File: config.mk
export PLATFORM = sky130hd
export DESIGN_NAME = rom_port_arbiter_flat
export DESIGN_NICKNAME = d
export VERILOG_FILES = /design/src/rtl/rom_arb_pkg.sv /design/src/rtl/rom_port_arbiter_if.sv /design/src/rtl/rom_arb_grant.sv /design/src/rtl/rom_port_arbiter.sv /design/src/flat_wrapper.sv
export SDC_FILE = /design/constraint.sdc
export NUM_CORES = 1
export LEC_CHECK = 0
export CORE_ASPECT_RATIO = 0.8
export CORE_MARGIN = 4
export CORE_UTILIZATION = 36
export DETAILED_ROUTE_END_ITERATION = 10
export MAX_ROUTING_LAYER = met4
export PLACE_DENSITY = 0.91
export SYNTH_ARGS = -nofsm -noshare
export SYNTH_HDL_FRONTEND = slang
export SYNTH_SLANG_ARGS = --single-unit
File: constraint.sdc
create_clock -name clk -period 5.77 [get_ports clk]
set_clock_uncertainty 0.15 [all_clocks]
set_input_delay 0.577 -clock clk [delete_from_list [all_inputs] [get_ports clk]]
set_output_delay 0.577 -clock clk [all_outputs]
set_load 0.005 [all_outputs]
File: src/rtl/rom_arb_pkg.sv
// Shared encodings and defaults for the ROM port arbiter.
package rom_arb_pkg;

  localparam int unsigned DATA_W           = 32;
  localparam int unsigned CNT_W            = 4;
  localparam int unsigned STARVE_LIMIT_DEF = 4;

  typedef enum logic [1:0] {
    IDLE = 2'd0,
    WAIT = 2'd1,
    RESP = 2'd2
  } state_e;

  typedef enum logic {
    OWN_IF = 1'b0,
    OWN_D  = 1'b1
  } owner_e;

endpackage

File: src/rtl/rom_port_arbiter_if.sv
// Requester request/response channels plus the ROM read port.
interface rom_port_arbiter_if #(
  parameter int unsigned ADDR_W = 12
);
  logic                            if_req_valid;
  logic                            if_req_ready;
  logic [rom_arb_pkg::DATA_W-1:0]  if_addr;
  logic                            if_rsp_valid;
  logic                            if_rsp_ready;
  logic [rom_arb_pkg::DATA_W-1:0]  if_rsp_data;
  logic                            if_rsp_err;

  logic                            d_req_valid;
  logic                            d_req_ready;
  logic [rom_arb_pkg::DATA_W-1:0]  d_addr;
  logic                            d_rsp_valid;
  logic                            d_rsp_ready;
  logic [rom_arb_pkg::DATA_W-1:0]  d_rsp_data;
  logic                            d_rsp_err;

  logic                            rom_en;
  logic [ADDR_W-1:0]               rom_addr;
  logic [rom_arb_pkg::DATA_W-1:0]  rom_rdata;

  modport slave (
    input  if_req_valid, if_addr, if_rsp_ready,
    input  d_req_valid, d_addr, d_rsp_ready,
    input  rom_rdata,
    output if_req_ready, if_rsp_valid, if_rsp_data, if_rsp_err,
    output d_req_ready, d_rsp_valid, d_rsp_data, d_rsp_err,
    output rom_en, rom_addr
  );

  modport master (
    output if_req_valid, if_addr, if_rsp_ready,
    output d_req_valid, d_addr, d_rsp_ready,
    output rom_rdata,
    input  if_req_ready, if_rsp_valid, if_rsp_data, if_rsp_err,
    input  d_req_ready, d_rsp_valid, d_rsp_data, d_rsp_err,
    input  rom_en, rom_addr
  );
endinterface

File: src/rtl/rom_arb_grant.sv
// Data-over-fetch priority select with a saturating fetch starvation counter.
module rom_arb_grant
  import rom_arb_pkg::*;
#(
  parameter int unsigned STARVE_LIMIT = STARVE_LIMIT_DEF
) (
  input  logic             clk,
  input  logic             rst_n,
  input  logic             i_if_valid,
  input  logic             i_d_valid,
  input  logic             i_accept,
  output logic             o_grant_if,
  output logic             o_grant_d,
  output logic [CNT_W-1:0] o_starve_cnt
);

  logic [CNT_W-1:0] r_starve_cnt;
  logic             w_starved;

  assign w_starved    = (r_starve_cnt == CNT_W'(STARVE_LIMIT));
  assign o_grant_if   = i_if_valid & (~i_d_valid | w_starved);
  assign o_grant_d    = i_d_valid & ~o_grant_if;
  assign o_starve_cnt = r_starve_cnt;

  // Counts data wins over a waiting fetch; any fetch accept clears it.
  always_ff @(posedge clk or negedge rst_n) begin
    if (!rst_n) begin
      r_starve_cnt <= '0;
    end else if (i_accept) begin
      if (o_grant_if) begin
        r_starve_cnt <= '0;
      end else if (o_grant_d && i_if_valid && (r_starve_cnt < CNT_W'(STARVE_LIMIT))) begin
        r_starve_cnt <= r_starve_cnt + CNT_W'(1);
      end
    end
  end

endmodule

File: src/rtl/rom_port_arbiter.sv
// Shares one synchronous-read ROM between fetch and load requesters.
module rom_port_arbiter
  import rom_arb_pkg::*;
#(
  parameter int unsigned WORDS        = 4096,
  parameter int unsigned ADDR_W       = 12,
  parameter int unsigned STARVE_LIMIT = STARVE_LIMIT_DEF
) (
  input  logic               clk,
  input  logic               rst_n,
  rom_port_arbiter_if.slave  bus
);

  state_e              r_state;
  state_e              w_next_state;
  owner_e              r_owner;
  logic [DATA_W-1:0]   r_rsp_data;
  logic                r_rsp_err;

  logic                w_idle;
  logic                w_grant_if;
  logic                w_grant_d;
  logic                w_accept;
  logic                w_addr_err;
  logic                w_rsp_ready;
  logic [DATA_W-1:0]   w_addr;
  logic [CNT_W-1:0]    w_starve_cnt;

  rom_arb_grant #(
    .STARVE_LIMIT (STARVE_LIMIT)
  ) u_grant (
    .clk          (clk),
    .rst_n        (rst_n),
    .i_if_valid   (bus.if_req_valid),
    .i_d_valid    (bus.d_req_valid),
    .i_accept     (w_accept),
    .o_grant_if   (w_grant_if),
    .o_grant_d    (w_grant_d),
    .o_starve_cnt (w_starve_cnt)
  );

  // Ready is suppressed while reset is held so outputs show reset values.
  assign w_idle      = (r_state == IDLE) & rst_n;
  assign w_accept    = w_idle & (w_grant_if | w_grant_d);
  assign w_addr      = w_grant_d ? bus.d_addr : bus.if_addr;
  assign w_addr_err  = (w_addr[1:0] != 2'b00) || (w_addr[DATA_W-1:2] >= (DATA_W-2)'(WORDS));
  assign w_rsp_ready = (r_owner == OWN_D) ? bus.d_rsp_ready : bus.if_rsp_ready;

  always_ff @(posedge clk or negedge rst_n) begin
    if (!rst_n) begin
      r_state <= IDLE;
    end else begin
      r_state <= w_next_state;
    end
  end

  always_comb begin
    w_next_state = r_state;
    unique case (r_state)
      IDLE:    if (w_accept) w_next_state = w_addr_err ? RESP : WAIT;
      WAIT:    w_next_state = RESP;
      RESP:    if (w_rsp_ready) w_next_state = IDLE;
      default: w_next_state = IDLE;
    endcase
  end

  always_comb begin
    bus.if_req_ready = 1'b0;
    bus.d_req_ready  = 1'b0;
    bus.rom_en       = 1'b0;
    bus.rom_addr     = '0;
    bus.if_rsp_valid = 1'b0;
    bus.d_rsp_valid  = 1'b0;
    if (w_idle) begin
      bus.if_req_ready = w_grant_if;
      bus.d_req_ready  = w_grant_d;
      if (w_accept && !w_addr_err) begin
        bus.rom_en   = 1'b1;
        bus.rom_addr = w_addr[ADDR_W+1:2];
      end
    end
    if (r_state == RESP) begin
      bus.if_rsp_valid = (r_owner == OWN_IF);
      bus.d_rsp_valid  = (r_owner == OWN_D);
    end
  end

  // Owner and response word: error responses are formed at accept, ROM data in WAIT.
  always_ff @(posedge clk or negedge rst_n) begin
    if (!rst_n) begin
      r_owner    <= OWN_IF;
      r_rsp_data <= '0;
      r_rsp_err  <= 1'b0;
    end else if (w_accept) begin
      r_owner    <= w_grant_d ? OWN_D : OWN_IF;
      r_rsp_data <= '0;
      r_rsp_err  <= w_addr_err;
    end else if (r_state == WAIT) begin
      r_rsp_data <= bus.rom_rdata;
      r_rsp_err  <= 1'b0;
    end
  end

  assign bus.if_rsp_data = r_rsp_data;
  assign bus.if_rsp_err  = r_rsp_err;
  assign bus.d_rsp_data  = r_rsp_data;
  assign bus.d_rsp_err   = r_rsp_err;

  always_ff @(posedge clk) begin
    if (rst_n) assert (w_starve_cnt <= CNT_W'(STARVE_LIMIT));
  end

endmodule

File: src/flat_wrapper.sv
// flat-port wrapper written by rule: the top's interface ports become plain ports
module rom_port_arbiter_flat import rom_arb_pkg::*;
#(
  parameter int unsigned WORDS        = 4096,
  parameter int unsigned ADDR_W       = 12,
  parameter int unsigned STARVE_LIMIT = STARVE_LIMIT_DEF
)
  (clk, rst_n, bus_if_req_valid, bus_if_addr, bus_if_rsp_ready, bus_d_req_valid, bus_d_addr, bus_d_rsp_ready, bus_rom_rdata, bus_if_req_ready, bus_if_rsp_valid, bus_if_rsp_data, bus_if_rsp_err, bus_d_req_ready, bus_d_rsp_valid, bus_d_rsp_data, bus_d_rsp_err, bus_rom_en, bus_rom_addr);
  rom_port_arbiter_if #(.ADDR_W(ADDR_W)) bus_i ();
  input  logic clk;
  input  logic rst_n;
  input wire logic [$bits(bus_i.if_req_valid)-1:0] bus_if_req_valid;
  input wire logic [$bits(bus_i.if_addr)-1:0] bus_if_addr;
  input wire logic [$bits(bus_i.if_rsp_ready)-1:0] bus_if_rsp_ready;
  input wire logic [$bits(bus_i.d_req_valid)-1:0] bus_d_req_valid;
  input wire logic [$bits(bus_i.d_addr)-1:0] bus_d_addr;
  input wire logic [$bits(bus_i.d_rsp_ready)-1:0] bus_d_rsp_ready;
  input wire logic [$bits(bus_i.rom_rdata)-1:0] bus_rom_rdata;
  output wire logic [$bits(bus_i.if_req_ready)-1:0] bus_if_req_ready;
  output wire logic [$bits(bus_i.if_rsp_valid)-1:0] bus_if_rsp_valid;
  output wire logic [$bits(bus_i.if_rsp_data)-1:0] bus_if_rsp_data;
  output wire logic [$bits(bus_i.if_rsp_err)-1:0] bus_if_rsp_err;
  output wire logic [$bits(bus_i.d_req_ready)-1:0] bus_d_req_ready;
  output wire logic [$bits(bus_i.d_rsp_valid)-1:0] bus_d_rsp_valid;
  output wire logic [$bits(bus_i.d_rsp_data)-1:0] bus_d_rsp_data;
  output wire logic [$bits(bus_i.d_rsp_err)-1:0] bus_d_rsp_err;
  output wire logic [$bits(bus_i.rom_en)-1:0] bus_rom_en;
  output wire logic [$bits(bus_i.rom_addr)-1:0] bus_rom_addr;
  assign bus_i.if_req_valid = bus_if_req_valid;
  assign bus_i.if_addr = bus_if_addr;
  assign bus_i.if_rsp_ready = bus_if_rsp_ready;
  assign bus_i.d_req_valid = bus_d_req_valid;
  assign bus_i.d_addr = bus_d_addr;
  assign bus_i.d_rsp_ready = bus_d_rsp_ready;
  assign bus_i.rom_rdata = bus_rom_rdata;
  assign bus_if_req_ready = bus_i.if_req_ready;
  assign bus_if_rsp_valid = bus_i.if_rsp_valid;
  assign bus_if_rsp_data = bus_i.if_rsp_data;
  assign bus_if_rsp_err = bus_i.if_rsp_err;
  assign bus_d_req_ready = bus_i.d_req_ready;
  assign bus_d_rsp_valid = bus_i.d_rsp_valid;
  assign bus_d_rsp_data = bus_i.d_rsp_data;
  assign bus_d_rsp_err = bus_i.d_rsp_err;
  assign bus_rom_en = bus_i.rom_en;
  assign bus_rom_addr = bus_i.rom_addr;
  rom_port_arbiter #(.WORDS(WORDS), .ADDR_W(ADDR_W), .STARVE_LIMIT(STARVE_LIMIT)) u_core (.clk(clk), .rst_n(rst_n), .bus(bus_i));
endmodule
==> results of run 1 <==
-- layout make-up --
cell class	count	area (µm²)	area share, %
inverters	2	7.51	0.187
flip-flops and latches	40	1000	25.0
multi-input cells	186	957	23.9
well taps	81	101	2.53
clock inverters	3	18.8	0.468
repair buffers	186	1850	46.2
clock buffers	5	68.8	1.72
-- worst max path at each step --
stage                     depth (start not counted)  slack [ps]           start          endpoint
after floorplan                                   5        3290  bus_if_addr[1]  bus_rom_addr[10]
after global placement                            6        2110  bus_if_addr[1]        bus_rom_en
after detailed placement                          6        2080  bus_if_addr[1]        bus_rom_en
after CTS                                         6        2080  bus_if_addr[1]        bus_rom_en
after global routing                              4        1910           rst_n   bus_rom_addr[4]
final                                             6        2070  bus_if_addr[1]        bus_rom_en
-- through the flow --
| stage | util, % | hold slack [ps] | instance area [µm²] | setup slack [ps] |
|---|---|---|---|---|
| after floorplan | - | 131 | 2280 | 3290 |
| after global routing | 66.4 | 344 | 4010 | 1910 |
| after detailed placement | 64.9 | 385 | 3920 | 2080 |
| after global placement | 64.9 | 370 | 3920 | 2110 |
| final | 66.4 | 267 | 4010 | 2070 |
| after CTS | 66.4 | 299 | 4010 | 2080 |
-- layer usage --
layer | wire [µm] | GRT usage, % | vias to the layer above
met5 | 0 | - | -
met4 | 43 | 2.81 | 0
met3 | 442 | 4.74 | 4
met2 | 4070 | 34.8 | 85
met1 | 2840 | 20.4 | 1175
li1 | - | - | 1201
-- flip-flops by register name, summed over array words and instances (netlist names) --
signal                       cells
u_core.bus.d_rsp_data           32
u_core.u_grant.o_starve_cnt      4
u_core.r_state                   2
u_core.bus.d_rsp_err             1
u_core.r_owner                   1
-- cells in the mapped netlist, types with 3 or more instances --
cell type / instances
nand2_1: 67
a21oi_1: 47
dfrtp_1: 40
buf_4: 33
nand3_1: 25
clkbuf_1: 14
nor4_1: 8
nor2_1: 6
nor2b_1: 5
and2_1: 3
o21a_1: 3
-- power by group through the flow --
stage                     Sequential (mW)  Clock (mW)  Combinational [mW]
after floorplan                     0.315           0              0.0663
after global placement              0.319           0               0.169
after detailed placement            0.319           0               0.175
after CTS                           0.314       0.186               0.176
after global routing                0.317       0.201               0.189
final                               0.314       0.180               0.174
-- worst max-delay path: stages --
cell and delay (ps):
clkdlybuf4s50_1 400, or4_4 540, a211oi_4 530, and2_1 280
o21a_1 140, clkdlybuf4s50_1 500
-- logic make-up (layout without fill, tap and decap cells) --
family	Yosys count	in the layout	share of synthesized area [%]
multiplexers	1	1	0.439
AND/OR/NAND/NOR	124	124	25.5
adder cells (fa/ha/maj)	2	2	1.10
flip-flops	40	40	43.9
buffers and inverters	52	196	14.4
AO/OA/AOI/OAI	59	59	14.8
==> impl_metrics.toml, run 1 <==
[logic_synthesis]
ys.flop_type = "dfrtp_1"
synthTopCellsByArea = "dfrtp_1 (44%), nand2_1 (11%), buf_4 (11%)"
syn_area_um2 = 2280
synth_edf_count = 0
synth-seq-cells = 40
synth_top_area_cell = "dfrtp_1"
yosys_warnings = 0
synthDistinctLibCells = 31
seq_area_frac_synth_pct = 43.9
synth_top_area_share_pct = 43.9
synth_nets = 382
synthCells = 278
avgSynthCellArea_um2 = 8.20
ys_async_sr_fraction_pct = 100

[drt]
drt-wirelength-per-cell_um = 14.7
vias = 2465
antenna_left = 0
wirelength_um = 7400
firstDrtPassIters = 4
viasPerCell = 4.90
drt_iter0_drc = 135
drc_errors = 0

[clocking]
cts_setup_buffers = 0
cts_resized = 0
clk_latency_ps = 280
cts_tree = "built"
hold_buffers = 0
cts.sinks = 40
clockRootBuffer = "clkbuf_8"
cts.path.max_buffers = 2
cts_buffers = 5
htreeDepth = 2
clkTransAtPathRegs_ps = 80

[power]
fin_total_pwr_uw = 669
p_leak_nw = 1.52
internal_power_uw = 488
p_per_area_nw_per_um2 = 167
p_sw_share_pct = 27.0
ir_drop_mv = 0.102
pwr-share-clk_pct = 27.0
p_sw_uw = 180
pwr-share-seq_pct = 47.0
pwr-share-comb_pct = 26.0

[die]
num_rows = 25
die_h_um = 79.2
dieArea_um2 = 7680
dieWidth_um = 97.0
start_util_pct = 37.8
core_area_um2 = 6040
io_pins = 185

[cells_and_area]
area_delta_synth_final_pct = 75.6
most-common-layout-cells = "clkdlybuf4s50_1 (183), nand2_1 (67), a21oi_1 (47)"
final_nets = 525
nFillCells = 498
final_common_cell = "clkdlybuf4s50_1"
drive_above_1_share_pct = 3.55
stdcell_count = 503
diodes = 0

[critical_path]
rrSetupSlack_ps = 3600
worst-setup-path-type = "in -> out"
worst_ep_required_time_ps = 5040
crit_arrival_ps = 2970
r2r_cells = 6
crit_path_max_fanout = 13
startpoint_type = "primary input"
reg2reg_from = "u_core.u_grant.o_starve_cnt[0]$_DFFE_PN0P_"
r2r-end = "u_core.bus.d_rsp_err$_DFFE_PN0P_"
crit_path_end_kind = "primary output"

[place]
io_buffers = 184
hpwl_um = 6010
placedCellCount = 495
routabilityCongestion = 0.784

[sta]
drv_slew = 0
rsz0062_at_grt = "false"
fin_crit_sh_pct = 64.1
fin_setup_tns_ps = 0
fmax_mhz = 270
slew_headroom_pct = 16.6
tightest_slew_ps = 1250
finalHoldViolCount = 0
setup_violations = 0
period_needed_ps = 3700

[global_route]
grt_pass1_wl_um = 11600
antenna_found_initial = 0
grt_pass1_vias = 2455
track_usage_pct = 18.5
grt_max_degree = 44
grt-ovfl-total = 0

[job]
max_cap_violations = 0

[run_status]
outcome = "completed"

[min_path]
hold_path.class = "in -> async"
Note: power is estimated with default switching activity, not from simulation.
==> inputs of run 2 (changes only) <==
--- a/config.mk
+++ b/config.mk
@@ -7,10 +7,10 @@
 export LEC_CHECK = 0
 export CORE_ASPECT_RATIO = 0.8
 export CORE_MARGIN = 4
-export CORE_UTILIZATION = 36
+export CORE_UTILIZATION = 30
 export DETAILED_ROUTE_END_ITERATION = 10
 export MAX_ROUTING_LAYER = met4
-export PLACE_DENSITY = 0.91
+export PLACE_DENSITY = 0.81
 export SYNTH_ARGS = -nofsm -noshare
 export SYNTH_HDL_FRONTEND = slang
 export SYNTH_SLANG_ARGS = --single-unit
==> constraint.sdc (replaced) <==
create_clock -name clk -period 3.4 [get_ports clk]
set_clock_uncertainty 0.15 [all_clocks]
set_input_delay 0.34 -clock clk [delete_from_list [all_inputs] [get_ports clk]]
set_output_delay 0.34 -clock clk [all_outputs]
set_load 0.005 [all_outputs]
==> impl_metrics.toml, run 2 (synthesis gave the netlist of run 1 again) <==
[run_status]
outcome = "completed"

[sta]
slew_headroom_pct = 66.3
fmax_mhz = 316
setup_violations = 0
fin_crit_sh_pct = 93.1
setup_slack_ps = 235
tightest_slew_ps = 505
fin_setup_tns_ps = 0
drv_slew = 0
finalHoldViolCount = 0
rsz0062_at_grt = "false"
period_needed_ps = 3170

[drt]
drt_iter0_drc = 87
firstDrtPassIters = 4
antenna_left = 0
viasPerCell = 4.65
vias = 2475
drt-wirelength-per-cell_um = 14.8
wirelength_um = 7890
drc_errors = 0

[clocking]
htreeDepth = 2
clk_latency_ps = 280
cts.sinks = 40
cts_buffers = 5
clkTransAtPathRegs_ps = 80
cts.path.max_buffers = 2
clockRootBuffer = "clkbuf_8"
cts_tree = "built"

[die]
io_pins = 185
core_area_um2 = 7390
dieWidth_um = 105
num_rows = 28
dieArea_um2 = 9070
start_util_pct = 30.9
die_h_um = 86.0

[critical_path]
crit_arrival_ps = 2680
crit_path_end_kind = "primary output"
rrSetupSlack_ps = 1280
worst_ep_required_time_ps = 2910
r2r-end = "u_core.r_state[1]$_DFFE_PN0P_"
startpoint_type = "register"
crit_path_max_fanout = 13
r2r_cells = 6
worst-setup-path-type = "reg -> out"
reg2reg_from = "u_core.u_grant.o_starve_cnt[0]$_DFFE_PN0P_"

[cells_and_area]
drive_above_1_share_pct = 4.45
diodes = 0
register_area_um2 = 1000
largest_reg_flops = 32
multiInputGateArea_um2 = 957
most-common-layout-cells = "clkdlybuf4s50_1 (183), nand2_1 (67), a21oi_1 (47)"
postLayoutCellArea_um2 = 4100
stdcell_count = 532
area_delta_synth_final_pct = 79.8
final_nets = 530
nFillCells = 683
final_common_cell = "clkdlybuf4s50_1"
utilization_pct = 55.5

[global_route]
grt-ovfl-total = 0
grt_pass1_wl_um = 12400
grt_max_degree = 34
antenna_found_initial = 0
grt_pass1_vias = 2522
track_usage_pct = 17.3

[power]
pwr-share-seq_pct = 43.7
pwr-share-clk_pct = 31.6
ir_drop_mv = 0.197
pwr-share-comb_pct = 24.7
p_leak_nw = 1.55
internal_power_uw = 906
p_sw_share_pct = 25.7
p_sw_uw = 314
p_per_area_nw_per_um2 = 297

[min_path]
holdPathStages = 2
holdPathEnd = "u_core.bus.d_rsp_data[27]$_DFFE_PN0P_"
hold_path.class = "reg -> reg"
hold_start = "u_core.bus.d_rsp_data[27]$_DFFE_PN0P_"

[place]
routabilityCongestion = 0.690
dp_worst_setup_slack_ps = 326
io_buffers = 184
placedCellCount = 522
hpwl_um = 6160
placed_area_um2 = 3970

[job]
max_cap_violations = 0
-- run 2: routing by layer --
layer / GRT usage [%] / part of all wire (%)
met5: - / 0
met4: 3.93 / 0.94
met3: 3.31 / 5.5
met2: 30.0 / 53
met1: 20.9 / 41
-- run 2: repair_timing --
action	4_1_cts	5_1_grt
endpoints found under the hold margin	17	0
setup buffers	0	1
gates resized for setup	0	0
endpoints found under the setup margin	0	10
hold buffers	1	0
-- run 2: power groups by stage --
stage | Combinational (mW) | Clock (mW) | Sequential (mW)
floorplan | 0.112 | 0 | 0.534
global placement | 0.292 | 0 | 0.539
detailed placement | 0.300 | 0 | 0.542
CTS | 0.302 | 0.404 | 0.533
global route | 0.331 | 0.433 | 0.541
finish | 0.301 | 0.385 | 0.533
-- run 2: worst max path at each step --
stage,to,from,slack (ps),cells after the start
after floorplan,bus_rom_addr[10],u_core.u_grant.o_starve_cnt[0]$_DFFE_PN0P_,1300,7
after global placement,bus_rom_addr[4],bus_d_req_valid,390,5
after detailed placement,bus_rom_addr[3],bus_d_req_valid,330,5
after CTS,bus_rom_addr[3],rst_n,140,5
after global routing,bus_rom_en,u_core.u_grant.o_starve_cnt[0]$_DFFE_PN0P_,50,7
final,bus_rom_en,u_core.u_grant.o_starve_cnt[0]$_DFFE_PN0P_,230,7
-- run 2: critical path, cell delays in order (launching register included) --
cell	delay, ps
dfrtp_1	430
inv_1	60
ha_1	220
nand4b_1	200
and4_1	550
and2_1	280
o21a_1	130
clkdlybuf4s50_1	510
-- run 2: cell type report --
cell class | instances | share of cell area [%]
Timing Repair Buffer | 191 | 46.1
Multi-Input combinational cell | 186 | 23.3
Tap cell | 105 | 3.20
Sequential cell | 40 | 24.4
Inverter | 2 | 0.183
Clock inverter | 3 | 1.04
Clock buffer | 5 | 1.68
-- run 2: metrics by stage --
stage / hold WS [ps] / power (mW)
finish: 388 / 1.22
global route: 414 / 1.30
CTS: 390 / 1.24
detailed placement: 182 / 0.842
global placement: 175 / 0.831
floorplan: -106 / 0.647
==> RTL change: new RTL, flow settings as in run 2 <==
Compare `r_starve_cnt` against `CNT_W'(STARVE_LIMIT)` with >= in place of ==.
--- a/src/rtl/rom_arb_grant.sv
+++ b/src/rtl/rom_arb_grant.sv
@@ -18,5 +18,5 @@
   logic             w_starved;
 
-  assign w_starved    = (r_starve_cnt == CNT_W'(STARVE_LIMIT));
+  assign w_starved    = (r_starve_cnt >= CNT_W'(STARVE_LIMIT));
   assign o_grant_if   = i_if_valid & (~i_d_valid | w_starved);
   assign o_grant_d    = i_d_valid & ~o_grant_if;
Check against the original RTL: same outputs for any inputs over 10 cycles, from zero or initial values and one cycle with rst_n low; that may be too few to reach the edited logic, so the function may still have changed.
==> RTL change against run 2 <==
The flow now finishes with violations (negative hold slack). Global-route usage shrank 0.51 points. Final cell count grew 3.2%. Clock power shrank 3%. Wire length shrank 2.3%. Sequential cell count is the same. Setup slack lost 0.019 ns. Power shrank 3.3%. Final area grew 2.1%. Synthesized area grew 3.5%. Hold slack lost 0.40 ns. Largest power group unchanged. Highest routed layer unchanged.
==> RTL change: results (changes against run 2) <==
Parameter                              Value

Outcome
  Result of the run ... finished with violations
  Failing checks ... negative hold slack

Pwr
  Worst supply voltage drop on vdd ... 0.157 mV (-20%)
  Power share of the clock group ... 31.7% (about the same)
  Static leakage ... 1.66 nW (+7.6%)
  Combinational share of power ... 23.9% (-0.8 points)
  Comb power ... 0.000281 W (-6.6%)

Place
  Last weighted congestion value of the routability-driven placer ... 0.805 (+17%)
  Placed cell count ... 541 (+3.6%)
  Placement-stage worst setup slack ... 0.229 ns (-0.0976 ns)
  HPWL after detailed placement ... 6.26 mm (+1.7%)

Routing
  Average vias per placed instance ... 4.57 (-1.8%)
  Met3 wire length ... 690 µm (+60%)
  Detailed Route Iter0 Violations ... 133 (+53%)
  Sum of met2 wire segment lengths after detailed routing ... 3.86 mm (-7.7%)
  Total via count in the routed design ... 2508 (+1.3%)
  Wire length after detailed routing ... 7.71 mm (-2.3%)

Setup path
  Type of element launching the critical path ... input port
  Reg2Reg Depth ... 5 (-1)
  Critical R2R Launch ... u_core.u_grant.o_starve_cnt[2]
  Worst setup startpoint ... bus_if_addr[16]
  Flop2flop setup slack ... 1.25 ns (-0.03 ns)

Global route
  Met2 capacity usage during global routing ... 29.4% (-0.62 points)
  Met1 Track Usage GR ... 19.4% (-1.5 points)

Cells and area
  Non-clock buffer share of cell area ... 45.5% (-0.65 points)
  Count of clock-net buffers in the final layout ... 6 (+1)
  Fillcell total ... 701 (+2.6%)
  Number of signal-net buffers in the layout ... 193 (+1.0%)
  Clock tree cell share of total cell area ... 2.57% (-0.15 points)
  Fraction of layout instances using a drive strength above 1 ... 6.31% (+1.9 points)

Timing
  Minimum setup slack in the final design ... 0.216 ns (-0.0192 ns)
  Slew at the pin closest to its max-slew limit ... 1.24 ns (+0.732 ns)
  Smallest hold slack ... -0.0122 ns (-0.400 ns)
  Count of endpoints failing hold in the final timing report ... 21 (+21)

Yosys
  Complex-gate fraction of the synthesized area ... 14.5% (-0.24 points)
  Post-synth cell types ... 29 (-6.5%)
  Post-synthesis net count ... 396 (+3.7%)
  Proportion of synthesized area in mux cells ... 0.424% (-0.015 points)
  Post-synthesis sequential area ratio ... 42.4% (-1.5 points)
  Syn avg cell area ... 8.06 µm² (-1.8%)

Min path
  Worst hold path class ... in -> async
-- RTL change: changes by cell type in the layout (fill, tap and decap cells not counted), moves of 3 or more --
cell | run 2 | this run
sky130_fd_sc_hd__o21a_1 | 3 | 15
sky130_fd_sc_hd__buf_4 | 6 | 9
sky130_fd_sc_hd__nor3_1 | 0 | 15
sky130_fd_sc_hd__a21oi_1 | 47 | 34
sky130_fd_sc_hd__nor3_2 | 0 | 10
sky130_fd_sc_hd__nand3_1 | 25 | 4
sky130_fd_sc_hd__inv_1 | 2 | 24
-- RTL change: critical path: stages --
cell,delay (ns)
sky130_fd_sc_hd__clkdlybuf4s50_1,0.40
sky130_fd_sc_hd__or4_1,0.51
sky130_fd_sc_hd__a211o_1,0.52
sky130_fd_sc_hd__nor3_1,0.27
sky130_fd_sc_hd__o21a_1,0.15
sky130_fd_sc_hd__clkdlybuf4s50_1,0.50
